**src/rtl/if_fetch.sv**
```systemverilog
// Instruction fetch stage: drives the instruction ROM from a registered PC and buffers
// returned words in a small FIFO that decode drains with a valid/ready handshake.
module if_fetch #(
    parameter logic [31:0] RESET_PC = 32'h0000_0000,
    parameter int unsigned QDEPTH   = 2
) (
    input  logic        clk,
    input  logic        rst,
    output logic        rom_ce_o,
    output logic [31:0] rom_addr_o,
    input  logic [31:0] rom_inst_i,
    input  logic        branch_flag_i,
    input  logic [31:0] branch_target_i,
    input  logic        id_ready_i,
    output logic        id_valid_o,
    output logic [31:0] id_pc_o,
    output logic [31:0] id_inst_o
);

    // QDEPTH is 2 or 4, so the pointers wrap naturally at their own width.
    localparam int unsigned PW = (QDEPTH > 2) ? 2 : 1;
    localparam int unsigned CW = PW + 1;
    localparam logic [CW-1:0] FULL_CNT = CW'(QDEPTH);

    typedef struct packed {
        logic [31:0] pc;
        logic [31:0] inst;
    } entry_t;

    entry_t        queue_q [QDEPTH];
    entry_t        head;
    logic [PW-1:0] rd_ptr_q, rd_ptr_d;
    logic [PW-1:0] wr_ptr_q, wr_ptr_d;
    logic [CW-1:0] count_q, count_d;
    logic [31:0]   pc_q, pc_d;
    logic          ce_q, ce_d;
    logic          full, deq, acc, redirect;

    // Target byte offset is irrelevant: fetches are always word aligned.
    logic unused_tgt_lsbs;
    assign unused_tgt_lsbs = ^branch_target_i[1:0];

    assign rom_ce_o   = ce_q;
    assign rom_addr_o = pc_q;
    assign id_valid_o = (count_q != '0);
    assign head       = queue_q[rd_ptr_q];
    assign id_pc_o    = id_valid_o ? head.pc   : 32'h0;
    assign id_inst_o  = id_valid_o ? head.inst : 32'h0;

    always_comb begin
        // NOTE: every signal gets a default first so no path leaves it unassigned (no latches).
        full     = (count_q == FULL_CNT);
        deq      = id_valid_o & id_ready_i;
        acc      = ce_q & ~branch_flag_i & (~full | deq);
        redirect = ce_q & branch_flag_i;
        ce_d     = 1'b1;
        pc_d     = pc_q;
        rd_ptr_d = rd_ptr_q;
        wr_ptr_d = wr_ptr_q;
        count_d  = count_q;

        if (redirect) begin
            // A head consumed this cycle and the flushed tail both simply vanish.
            pc_d     = {branch_target_i[31:2], 2'b00};
            rd_ptr_d = '0;
            wr_ptr_d = '0;
            count_d  = '0;
        end else begin
            if (acc) begin
                wr_ptr_d = wr_ptr_q + PW'(1);
                pc_d     = pc_q + 32'd4;
            end
            if (deq) begin
                rd_ptr_d = rd_ptr_q + PW'(1);
            end
            case ({acc, deq})
                2'b10:   count_d = count_q + CW'(1);
                2'b01:   count_d = count_q - CW'(1);
                default: count_d = count_q;
            endcase
        end
    end

    // NOTE: sequential state uses non-blocking assignments so all flops update together.
    always_ff @(posedge clk) begin
        if (rst) begin
            ce_q     <= 1'b0;
            pc_q     <= RESET_PC;
            rd_ptr_q <= '0;
            wr_ptr_q <= '0;
            count_q  <= '0;
        end else begin
            ce_q     <= ce_d;
            pc_q     <= pc_d;
            rd_ptr_q <= rd_ptr_d;
            wr_ptr_q <= wr_ptr_d;
            count_q  <= count_d;
        end
    end

    // NOTE: queue storage is not reset; count gates every read, so stale data is never visible.
    always_ff @(posedge clk) begin
        if (acc) begin
            queue_q[wr_ptr_q] <= {pc_q, rom_inst_i};
        end
    end

endmodule

```
**config.mk**
```make
export PLATFORM = sky130hd
export DESIGN_NAME = if_fetch
export DESIGN_NICKNAME = d
export VERILOG_FILES = /design/src/rtl/if_fetch.sv
export SDC_FILE = /design/constraint.sdc
export NUM_CORES = 1
export LEC_CHECK = 0
export ABC_AREA = 1
export CORE_ASPECT_RATIO = 0.5
export CORE_MARGIN = 3
export CORE_UTILIZATION = 40
export DETAILED_ROUTE_END_ITERATION = 8
export GPL_ROUTABILITY_DRIVEN = 0
export GPL_TIMING_DRIVEN = 0
export PLACE_DENSITY = 0.66
export REMOVE_ABC_BUFFERS = 1
export SLEW_MARGIN = 30
export SYNTH_ARGS = -nofsm -noshare
export SYNTH_HDL_FRONTEND = slang
export SYNTH_SLANG_ARGS = --single-unit
```
**constraint.sdc**
```tcl
create_clock -name clk -period 8.59 [get_ports clk]
set_clock_uncertainty 0.05 [all_clocks]
set_input_delay 1.718 -clock clk [delete_from_list [all_inputs] [get_ports clk]]
set_output_delay 1.718 -clock clk [all_outputs]
set_load 0.005 [all_outputs]
```
==> results.py <==
metrics = {
    "job": {
        "drv_cap": 0,
    },
    "floorplan": {
        "dieArea_sq_um": 19200,
        "rows": 33,
        "die_w_um": 193,
        "num_io_pins": 166,
        "core_sq_um": 16800,
        "initial_core_util_pct": 41.8,
        "die_y_um": 99.6,
    },
    "finish": {
        "syn_to_final_growth_pct": 38.0,
        "layout.nets": 961,
        "final_common_cell": "nand2_1",
        "final_cell_mix": "241 x nand2_1, 159 x clkdlybuf4s50_1, 124 x edfxtp_1",
        "seqCellArea_sq_um": 4450,
        "multiInputGateArea_sq_um": 2270,
        "antenna_cells": 0,
        "drive_gt1_share_pct": 7.18,
        "finish.instance_area_sq_um": 9680,
        "n_fill_cell": 1438,
    },
    "global_routing": {
        "antenna_found_initial": 0,
        "grt_pass1_vias": 5485,
        "grt_pass1_wl_um": 29600,
        "gr-total-overflow": 0,
        "grt_max_degree": 63,
        "grt_usage_pct": 19.2,
    },
    "routing": {
        "wire_per_inst_um": 16.3,
        "dr.pass1.iters": 5,
        "drt_iter0_markers": 372,
        "top_layer": "met4",
        "drc_errors": 0,
        "drt-met1-wl_um": 8340,
        "via_per_inst": 5.00,
        "ant_nets": 0,
        "met2_length_um": 9190,
        "detailroute.via_count": 5664,
        "wl_met3_um": 712,
        "wirelength_um": 18500,
    },
    "pwr": {
        "vdd_drop_max_uv": 152,
        "p_comb_share_pct": 10.5,
        "power_frac_clock_pct": 43.8,
        "swShare_pct": 22.0,
        "power_frac_seq_pct": 45.7,
        "leakage_uw": 0.00337,
        "p_int_uw": 1520,
        "switchingPower_uw": 429,
        "power-per-cell-area_nw_per_um2": 201,
    },
    "placement": {
        "placed_area_sq_um": 9010,
        "dp_hpwl_um": 12500,
        "io_buffers": 159,
    },
    "yosys": {
        "syn_inst": 739,
        "mappedNetlistArea_sq_um": 7010,
        "ys_warn_count": 0,
        "yosysUniqueCellTypes": 35,
        "synth_seq_cells": 160,
        "avgSynthCellArea_sq_um": 9.49,
        "ys_seq_area_share_pct": 63.4,
    },
    "setup_path": {
        "r2r-start": "count_q[1]$_SDFFE_PP0P_",
        "worst_r2r_path_depth": 8,
        "crit_arrival_ps": 2540,
        "required_ps": 6820,
        "critPathKind": "reg -> out",
        "critPathLaunchType": "register",
        "crit_path_end_kind": "output pin",
        "critPathMaxFanout": 62,
    },
    "sta": {
        "slew_violations": 0,
        "rsz0062_at_grt": "no",
        "finalSetupViolCount": 0,
        "finalCritPeriodShare_pct": 50.1,
        "finalSetupTns_ps": 0,
        "fmax_mhz": 232,
        "worst_pin_slew_ps": 885,
        "hold_viol": 0,
        "slew_headroom_pct": 40.8,
        "layout_min_cycle_time_ps": 4310,
    },
    "clock_tree": {
        "clkSinkCount": 160,
        "clk_path_buf_depth": 2,
        "hold_buffers": 0,
        "htree_levels": 4,
        "cts_tree": "done",
        "clockRootBuffer": "clkbuf_16",
        "cts.clk_slew.worst_paths_ps": 60,
        "cts_setup_buffers": 0,
        "clock_latency_ps": 420,
        "numCtsBuffers": 17,
        "post_cts_resized": 0,
    },
    "run_status": {
        "outcome": "completed",
    },
    "hold_path": {
        "min_path_type": "reg -> reg",
        "worstHoldStart": "rd_ptr_q$_SDFFE_PP0P_",
        "hold_depth": 2,
    },
}
[final cells by class]
type                            count  share of cell area [%]
Inverter                           39                    1.54
Multi-Input combinational cell    505                    23.5
Clock buffer                       19                    4.47
Clock inverter                     13                    2.42
Tap cell                          227                    2.94
Timing Repair Buffer              169                    19.2
Sequential cell                   160                    46.0
[cell usage after synthesis (all sizes together)]
cell type / count / area share, %
a31oi: 1 / 0.089
nor3: 4 / 0.29
buf: 11 / 1.2
o31ai: 3 / 0.32
a211oi: 3 / 0.32
o21a: 1 / 0.11
o211ai: 3 / 0.32
nand2: 245 / 13
inv: 39 / 2.1
a22oi: 3 / 0.32
nand4: 2 / 0.18
nor2: 81 / 5.1
o22ai: 2 / 0.18
xor2: 2 / 0.25
a21oi: 96 / 6.9
dfxtp: 36 / 10
edfxtp: 124 / 53
conb: 1 / 0.053
or2: 7 / 0.62
clkbuf: 27 / 1.4
nand3: 36 / 2.6
o32ai: 1 / 0.12
ha: 1 / 0.18
o21ai: 9 / 0.75
and2: 1 / 0.089
[metrics by stage]
stage	power (uW)	utilization (%)	hold WS (ps)	std cells	setup slack (ps)
floorplan	980	-	409	704	3360
global placement	1100	52.0	418	1090	927
detailed placement	1110	53.7	418	1100	4280
CTS	1970	57.7	428	1132	4230
global route	2020	57.7	468	1132	4090
finish	1950	57.7	431	1132	4280
[final timing paths]
path         slack [ps]                          end
max                4280                  id_pc_o[10]
min reg2reg         430                     register
max reg2reg        6030  rom_addr_o[16]$_SDFFE_PP0P_
min                 430                     register
[layer usage]
layer	GRT usage [%]	vias up
li1	-	2796
met1	25.7	2702
met2	33.3	150
met3	3.08	16
met4	4.39	0
met5	0	-
[flip-flops by register name (all words and copies together) (netlist names), named ones only]
signal	count
queue_q	124
rom_addr_o	30
rom_ce_o	1
wr_ptr_q	1
rd_ptr_q	1
count_q	2
[critical path: stages, from the launching register on]
cell and delay [ps]:
dfxtp_4 470, buf_12 220, inv_4 520, nand2_1 130
a21oi_1 170, clkdlybuf4s50_1 520
[logic make-up (layout without fill, tap and decap cells)]
| family | Yosys count | count (layout) | share of synthesized area, % |
|---|---|---|---|
| buffers and inverters | 77 | 240 | 4.71 |
| other | 1 | 4 | 0.0535 |
| XOR/XNOR | 2 | 2 | 0.250 |
| AO/OA/AOI/OAI | 122 | 122 | 9.39 |
| adder cells (fa/ha/maj) | 1 | 1 | 0.178 |
| flip-flops | 160 | 160 | 63.4 |
| AND/OR/NAND/NOR | 376 | 376 | 22.0 |
[power by group through the flow]
stage          sequential, uW  clock (uW)  combinational [uW]
2_1_floorplan             903           0                76.6
3_3_place_gp              912           0                 187
3_5_place_dp              908           0                 206
4_1_cts                   891         867                 207
5_1_grt                   895         903                 224
6_report                  891         854                 204
No activity file was read; power rests on OpenSTA's default activity.
